## config.mk

```make
export PLATFORM = sky130hd
export DESIGN_NAME = uart_rx_param
export DESIGN_NICKNAME = d
export VERILOG_FILES = /design/src/rtl/uart_rx_param.sv
export SDC_FILE = /design/constraint.sdc
export NUM_CORES = 1
export LEC_CHECK = 0
export ABC_AREA = 1
export BUFFER_PORTS_ARGS = -buffer_cell sky130_fd_sc_hd__buf_2
export CORE_ASPECT_RATIO = 0.5
export CORE_MARGIN = 1
export CORE_UTILIZATION = 40
export CTS_CLUSTER_DIAMETER = 120
export DETAILED_ROUTE_END_ITERATION = 10
export MAX_ROUTING_LAYER = met4
export PLACE_DENSITY_LB_ADDON = 0.08
export SKIP_CTS_REPAIR_TIMING = 1
export SYNTH_ARGS = -nofsm -noshare
export SYNTH_HDL_FRONTEND = slang
export SYNTH_SLANG_ARGS = --single-unit
export TNS_END_PERCENT = 20
```

## constraint.sdc

```tcl
create_clock -name clock_fpga -period 2.04 [get_ports clock_fpga]
set_input_delay 0.102 -clock clock_fpga [delete_from_list [all_inputs] [get_ports clock_fpga]]
set_output_delay 0.102 -clock clock_fpga [all_outputs]
set_load 0.01 [all_outputs]
```

## src/rtl/uart_rx_param.sv

```systemverilog
// Parametrised UART receiver: 16x oversampling with 3-sample majority vote,
// configurable data/parity/stop format and a valid/ready output handshake.
module uart_rx_param #(
  parameter int CLK_FREQ   = 100_000_000,
  parameter int BAUD_RATE  = 9_600,
  parameter int OVERSAMPLE = 16,
  parameter int DATA_BITS  = 8,
  parameter int PARITY     = 0,
  parameter int STOP_BITS  = 1
) (
  input  logic                 clock_fpga,
  input  logic                 reset_n,
  input  logic                 rxd,
  output logic [DATA_BITS-1:0] rx_data,
  output logic                 rx_valid,
  input  logic                 rx_ready,
  output logic                 parity_err,
  output logic                 frame_err,
  output logic                 overrun,
  output logic                 busy
);

  // state     | meaning
  // IDLE      | line idle, watching for a low sample
  // START     | validating the start bit (false-start rejection)
  // DATA      | shifting in DATA_BITS data bits, LSB first
  // PARITY    | checking the parity bit
  // STOP      | voting the stop bit(s); final decision completes the frame
  // WAIT_HIGH | line stuck low after a bad stop bit, wait for idle
  typedef enum logic [2:0] {
    S_IDLE, S_START, S_DATA, S_PARITY, S_STOP, S_WAIT_HIGH
  } state_t;

  localparam int DIV   = CLK_FREQ / (BAUD_RATE * OVERSAMPLE);
  localparam int DIV_W = (DIV > 1) ? $clog2(DIV) : 1;
  localparam int SC_W  = $clog2(OVERSAMPLE);
  localparam int BC_W  = $clog2(DATA_BITS);

  localparam logic [DIV_W-1:0] DIV_LAST = DIV_W'(DIV - 1);
  localparam logic [SC_W-1:0]  IDX_LO   = SC_W'(OVERSAMPLE / 2 - 1);
  localparam logic [SC_W-1:0]  IDX_MID  = SC_W'(OVERSAMPLE / 2);
  localparam logic [SC_W-1:0]  IDX_DEC  = SC_W'(OVERSAMPLE / 2 + 1);
  localparam logic [SC_W-1:0]  IDX_END  = SC_W'(OVERSAMPLE - 1);
  localparam logic [BC_W-1:0]  BC_LAST  = BC_W'(DATA_BITS - 1);
  localparam logic             STOP_LAST = (STOP_BITS == 2);

  logic [DIV_W-1:0]     div_cnt;
  logic                 tick;
  logic                 rxd_meta, rxd_sync;
  logic [SC_W-1:0]      sample_cnt;
  logic [BC_W-1:0]      bit_cnt;
  logic                 stop_cnt;
  logic                 samp_lo, samp_mid;
  logic                 vote;
  logic [DATA_BITS-1:0] shift_reg;
  logic                 par_exp;
  logic                 perr_acc, ferr_acc;
  logic                 done;
  state_t               state, state_next;

  always_ff @(posedge clock_fpga or negedge reset_n) begin
    if (!reset_n)              div_cnt <= '0;
    else if (div_cnt == DIV_LAST) div_cnt <= '0;
    else                       div_cnt <= div_cnt + 1'b1;
  end

  assign tick = (div_cnt == DIV_LAST);

  always_ff @(posedge clock_fpga or negedge reset_n) begin
    if (!reset_n) begin
      rxd_meta <= 1'b1;
      rxd_sync <= 1'b1;
    end else begin
      rxd_meta <= rxd;
      rxd_sync <= rxd_meta;
    end
  end

  // The third sample is taken live on the decision tick.
  assign vote    = (samp_lo & samp_mid) | (samp_lo & rxd_sync) | (samp_mid & rxd_sync);
  assign par_exp = (PARITY == 2) ? ~(^shift_reg) : ^shift_reg;
  assign busy    = (state != S_IDLE);

  always_ff @(posedge clock_fpga or negedge reset_n) begin
    if (!reset_n) state <= S_IDLE;
    else          state <= state_next;
  end

  always_comb begin
    state_next = state;
    done       = 1'b0;
    if (tick) begin
      case (state)
        S_IDLE:
          if (!rxd_sync) state_next = S_START;
        S_START:
          if (sample_cnt == IDX_DEC && vote) state_next = S_IDLE;
          else if (sample_cnt == IDX_END)    state_next = S_DATA;
        S_DATA:
          if (sample_cnt == IDX_END && bit_cnt == BC_LAST)
            state_next = (PARITY != 0) ? S_PARITY : S_STOP;
        S_PARITY:
          if (sample_cnt == IDX_END) state_next = S_STOP;
        S_STOP:
          if (sample_cnt == IDX_DEC && stop_cnt == STOP_LAST) begin
            done       = 1'b1;
            state_next = vote ? S_IDLE : S_WAIT_HIGH;
          end
        S_WAIT_HIGH:
          if (rxd_sync) state_next = S_IDLE;
        default:
          state_next = S_IDLE;
      endcase
    end
  end

  always_ff @(posedge clock_fpga or negedge reset_n) begin
    if (!reset_n) begin
      sample_cnt <= '0;
      bit_cnt    <= '0;
      stop_cnt   <= 1'b0;
      samp_lo    <= 1'b0;
      samp_mid   <= 1'b0;
      shift_reg  <= '0;
      perr_acc   <= 1'b0;
      ferr_acc   <= 1'b0;
    end else if (tick) begin
      if (state == S_IDLE || state == S_WAIT_HIGH ||
          state_next == S_IDLE || state_next == S_WAIT_HIGH)
        sample_cnt <= '0;
      else if (sample_cnt == IDX_END)
        sample_cnt <= '0;
      else
        sample_cnt <= sample_cnt + 1'b1;

      if (state == S_IDLE) begin
        bit_cnt  <= '0;
        stop_cnt <= 1'b0;
        perr_acc <= 1'b0;
        ferr_acc <= 1'b0;
      end

      if (sample_cnt == IDX_LO)  samp_lo  <= rxd_sync;
      if (sample_cnt == IDX_MID) samp_mid <= rxd_sync;

      if (sample_cnt == IDX_DEC) begin
        case (state)
          S_DATA:   shift_reg <= {vote, shift_reg[DATA_BITS-1:1]};
          S_PARITY: perr_acc  <= vote ^ par_exp;
          S_STOP:   if (!vote) ferr_acc <= 1'b1;
          default:  ;
        endcase
      end

      if (sample_cnt == IDX_END) begin
        case (state)
          S_DATA:  bit_cnt  <= bit_cnt + 1'b1;
          S_STOP:  stop_cnt <= stop_cnt + 1'b1;
          default: ;
        endcase
      end
    end
  end

  // A handshake in the same cycle as a completion frees the slot for the new word.
  always_ff @(posedge clock_fpga or negedge reset_n) begin
    if (!reset_n) begin
      rx_data    <= '0;
      rx_valid   <= 1'b0;
      parity_err <= 1'b0;
      frame_err  <= 1'b0;
      overrun    <= 1'b0;
    end else if (done) begin
      if (!rx_valid || rx_ready) begin
        rx_data    <= shift_reg;
        parity_err <= perr_acc;
        frame_err  <= ferr_acc | ~vote;
        rx_valid   <= 1'b1;
        if (rx_valid) overrun <= 1'b0;
      end else begin
        overrun <= 1'b1;
      end
    end else if (rx_valid && rx_ready) begin
      rx_valid   <= 1'b0;
      parity_err <= 1'b0;
      frame_err  <= 1'b0;
      overrun    <= 1'b0;
    end
  end

endmodule
```

### Yosys cells after proc, flatten, opt, wreduce, memory -nomap -nowiden

Index checks and enable logic that the tools add are counted.

* flip-flop bits (word level): 47
* bits of input ports: 4
* output and inout port bits: 13
* logic and storage cells: 103

* add/subtract/negate cells: 4
* equal/unequal tests: 14
* muxes and demuxes: 39
* bitwise gates (word level): 9
* reductions and logical operators: 20

Operator list (number)
* 3-bit two-way mux: 12
* 1-bit two-way mux: 23
* 3-bit case mux with 6 select lines: 1
* 3-bit == test, second input constant: 4
* 4-bit == test, second input constant: 3
* 10-bit by 1-bit adder with 10-bit output, second input constant: 1
* 10-bit == test, second input constant: 1
* 10-bit two-way mux: 1
* 2-bit AND reduction: 5
* 4-bit two-way mux: 2
* 8-bit XOR reduction: 1
* 3-bit by 2-bit == test with 1-bit output, second input constant: 2
* 3-bit zero test: 2
* 4-bit by 1-bit adder with 4-bit output, second input constant: 1
* 4-bit by 3-bit == test with 1-bit output, second input constant: 1
* 1-bit logical AND: 4
* 1-bit logical OR: 4
* 3-bit by 1-bit adder with 3-bit output, second input constant: 1
* 1-bit AND: 3
* 3-bit by 1-bit == test with 1-bit output, second input constant: 1
* 3-bit inequality test, second input constant: 1
* 1-bit OR: 3
* 3-bit AND reduction: 1
* 3-bit nonzero test: 1
* 6 further kinds: 7

### Longest topological paths before layout

* word-level depth: 11
* mapped depth: 13
* depth with buffers taken out: 13

### Worst setup path after synthesis

Ideal clock, no wire load.

* path type: flip-flop to flip-flop
* start: register sample_cnt[1]
* end: register rx_data[6]
* library setup time: 0.117 ns
* arrival time: 1.706 ns
* data required time: 1.923 ns
* path slack: 0.217 ns
* cell stages (with the launch flop): 13
* clock period less this slack: 1.823 ns
* path through: dfrtp_1 -> inv_1 -> ha_1 -> nand3_2 -> nor2_2 -> nand2_2 -> nor4_4 -> a21oi_2 -> nand2_4 -> nand2_4 -> buf_6 -> nand2_2 -> o21ai_2

* word-level cells in the longest chain between the ends: 6

RTL lines
* start: declaration: line 50 `logic [SC_W-1:0] sample_cnt;`
* start signal: assignment: line 134 `sample_cnt <= sample_cnt + 1'b1;`
* 4-bit == test: line 105 `if (sample_cnt == IDX_DEC && stop_cnt == STOP_LAST) begin`
* 1-bit logical AND: line 105
* 1-bit two-way mux: line 105
* 1-bit two-way mux: line 93 `case (state)`
* 1-bit two-way mux: line 92 `if (tick) begin`
* 2-bit AND reduction (no line)
* end signal: assignment: line 175 `rx_data <= shift_reg;`
* end: declaration: line 14 `output logic [DATA_BITS-1:0] rx_data,`

Every way passes these cells.
A chain may end at the register's enable or synchronous reset.

### Worst setup path in the final report

* start: register sample_cnt[0]
* end: register rx_data[7]

The elaborated chain is that of the path after synthesis.

==> insert_results.sql <==
INSERT INTO impl_metrics (metric_group, metric, value, unit) VALUES
('outcome', 'status', 'completed', ''),
('min_path', 'holdPathEnd', 'overrun', ''),
('synthesis', 'seq_area_frac_synth', '47.96', '%'),
('cells_and_area', 'layout.filler_cells', '565', ''),
('placement', 'detailedPlace.worstSlack', '0.1417', 'ns'),
('floorplan', 'die_width', '112.8', 'µm'),
('synthesis', 'post_synth.cell_area_avg', '8.302', 'µm²'),
('worst_setup_path', 'worst_setup_path_start_kind', 'register', ''),
('sta', 'tightest_slew', '0.8403', 'ns'),
('floorplan', 'core_area', '5705', 'µm²'),
('placement', 'place_congestion', '0.7813', ''),
('cells_and_area', 'final_layout_size_suffix_gt1_share', '19.94', '%'),
('synthesis', 'synth.ff_latch_count', '47', ''),
('worst_setup_path', 'cpLargestDelayFamily', 'simple AND/OR/NAND/NOR gates', ''),
('min_path', 'min-delay-start', 'rx_ready', ''),
('drt', 'drcViolationCount', '0', ''),
('synthesis', 'synth.lib_cells_used.distinct', '31', ''),
('pwr', 'p_leak', '1.415', 'nW'),
('synthesis', 'syn-cell-area', '2457', 'µm²'),
('sta', 'finalWorstSetupSlack', '0.1607', 'ns'),
('floorplan', 'start_util', '43.07', '%'),
('floorplan', 'die_area', '6480', 'µm²'),
('cells_and_area', 'layout-area-overhead-vs-synth', '18.23', '%'),
('sta', 'layout_min_cycle_time', '1.879', 'ns'),
('sta', 'timing.clock.skew', '0.007058', 'ns'),
('drt', 'tritonroute_pass_1_iters', '6', ''),
('drt', 'drt_iter0_drc', '98', ''),
('worst_setup_path', 'crit_buf_inv', '1', ''),
('pwr', 'ir_drop', '0.3208', 'mV'),
('clocking', 'clk_pin_slew_worst_paths', '0.06', 'ns'),
('drt', 'route.antenna.remaining_nets', '0', ''),
('worst_setup_path', 'crit_fanout', '16', ''),
('sta', 'timing.final.setup_violations', '0', ''),
('sta', 'finalHoldWorstSlack', '0.09493', 'ns'),
('placement', 'place.detailed.hpwl', '3.540', 'mm'),
('cells_and_area', 'final_design_area_no_fill', '2905', 'µm²'),
('worst_setup_path', 'critPathArrivalTime', '2.06', 'ns'),
('drt', 'route.final.wire_length', '4.856', 'mm'),
('cells_and_area', 'largest_register_ffs', '10', ''),
('clocking', 'ctsLongestPathBuffers', '2', ''),
('drt', 'post_detailed_route_via_to_cell_ratio', '4.767', ''),
('floorplan', 'rows', '19', ''),
('global_routing', 'pin_count_of_the_biggest_net_entering_global_routing', '38', ''),
('worst_setup_path', 'capturing_element_type_of_the_critical_path', 'register', ''),
('clocking', 'clock_insertion_delay_worst_skew', '0.29', 'ns'),
('synthesis', 'yosysWarningCount', '0', ''),
('min_path', 'worst_hold_path_type', 'in -> reg', ''),
('cells_and_area', 'antenna_fix_cells', '0', ''),
('worst_setup_path', 'crit_slowest_cell', 'dfrtp_1', ''),
('sta', 'clock.fmax', '532.1', 'MHz'),
('sta', 'hold_violations', '0', ''),
('synthesis', 'synthCells', '296', ''),
('drt', 'wl_per_cell', '12.02', 'µm'),
('floorplan', 'fp.dieH', '57.43', 'µm'),
('clocking', 'tritoncts', 'built', ''),
('global_routing', 'grt_pass1_wl', '8.590', 'mm'),
('global_routing', 'first_global_vias', '1824', ''),
('worst_setup_path', 'regToRegStartpoint', 'sample_cnt[0]', ''),
('clocking', 'tritoncts_num_sinks', '47', ''),
('clocking', 'ctsRootBufferMaster', 'clkbuf_16', ''),
('synthesis', 'syn_nets', '307', ''),
('worst_setup_path', 'path_cells', 'buf_4 -> ha_2 -> nand3_4 -> nor2_4 -> nand2_2 -> nor4_4 -> a21oi_2 -> nand2_4 -> nand2_8 -> nand2_1 -> o21ai_2', ''),
('sta', 'max_slew_margin', '43.98', '%'),
('sta', 'post_route_clock_period_utilization', '92.12', '%'),
('clocking', 'cts.htree.levels', '2', ''),
('cells_and_area', 'seq_area', '1179', 'µm²'),
('cells_and_area', 'multi_input_comb_area', '1110', 'µm²'),
('clocking', 'tritoncts.num_buffers', '5', ''),
('global_routing', 'total_congestion_overflow', '0', ''),
('placement', 'dpl-instance-area', '2678', 'µm²'),
('min_path', 'whs_path_depth', '4', '');
[placed cells by master (no fill, tap or decap), types with 4 or more instances in the layout]
master and n:
buf_2 16, inv_2 5, dfrtp_1 45, inv_1 44, clkbuf_16 5, o21ai_0 22, o21ai_2 7, nand2_1 70
ha_1 6, nand4_1 4, xor2_1 8, a21oi_1 11, buf_4 13, xnor2_1 4, nor3_1 5, nand3_1 15
nor2_1 23
[synth_stat cells]
cell / number / area, µm²
nand2_1: 70 / 262.8
inv_1: 46 / 172.7
dfrtp_1: 45 / 1126
nor2_1: 23 / 86.33
o21ai_0: 22 / 110.1
nand3_1: 16 / 80.08
a21oi_1: 11 / 55.05
xor2_1: 8 / 70.07
ha_1: 7 / 87.58
o21ai_2: 7 / 61.31
nor3_1: 6 / 30.03
nand4_1: 4 / 25.02
xnor2_1: 4 / 35.03
inv_2: 3 / 11.26
clkbuf_1: 2 / 7.510
dfstp_2: 2 / 52.55
nand2_2: 2 / 12.51
nand2_4: 2 / 22.52
nand3_2: 2 / 20.02
nor2_2: 2 / 12.51
o21ai_1: 2 / 10.01
a21oi_2: 1 / 8.760
a31oi_1: 1 / 6.260
and2_1: 1 / 6.260
buf_6: 1 / 11.26
nor2_4: 1 / 11.26
nor3_2: 1 / 10.01
nor3_4: 1 / 16.27
nor4_4: 1 / 21.27
o211ai_1: 1 / 7.510
o31ai_1: 1 / 7.510
[stage by stage]
stage | total power, mW | util [%]
2_1_floorplan | 0.9565 | -
3_3_place_gp | 0.9824 | 46.93
3_5_place_dp | 0.9830 | 46.93
4_1_cts | 1.809 | 49.45
5_1_grt | 1.853 | 50.92
6_report | 1.774 | 50.92
[how the worst max path moves through the flow]
stage                        from    endpoint  slack [ns]  cells past startpoint
finish              sample_cnt[0]  rx_data[7]        0.16                     11
global route        sample_cnt[0]  rx_data[7]      0.0007                     11
CTS                 sample_cnt[1]  rx_data[2]        0.12                     11
detailed placement  sample_cnt[1]  rx_data[2]        0.14                     11
global placement    sample_cnt[1]  rx_data[5]        0.14                     11
floorplan           sample_cnt[1]  rx_data[6]        0.22                     12
[power breakdown]
part	leakage [nW]	switching, mW	total, mW	internal, mW
registers	0.630	0.00127	0.937	0.936
logic	0.712	0.0217	0.0299	0.00816
clock network	0.0727	0.329	0.807	0.478
[layout make-up]
type	count	area share, %
Clock inverter	1	0.1723
Inverter	49	6.331
Tap cell	73	3.144
Timing Repair Buffer	31	6.804
Clock buffer	6	4.780
Multi-Input combinational cell	197	38.20
Sequential cell	47	40.57
[worst min-delay path, stage by stage]
cell and delay, ns:
buf_2 0.07, nand2_1 0.04, inv_1 0.08, nor2_1 0.05
[layer usage]
metal | part of all wire, % | routed length [µm] | track usage, %
met3 | 3.7 | 182 | 5.101
met2 | 40 | 1955 | 25.57
met4 | 1.5 | 74 | 6.857
met1 | 54 | 2644 | 24.38
met5 | 0 | 0 | -
[cells by family after synthesis]
group           Yosys count  share of synthesized area, %
simple gates            132                         25.10
buf+inv                  52                         8.249
flops                    47                         47.96
compound gates           46                         10.85
xor+xnor                 12                         4.277
fa+ha+maj                 7                         3.564
Power figures use the tool's default switching activity.
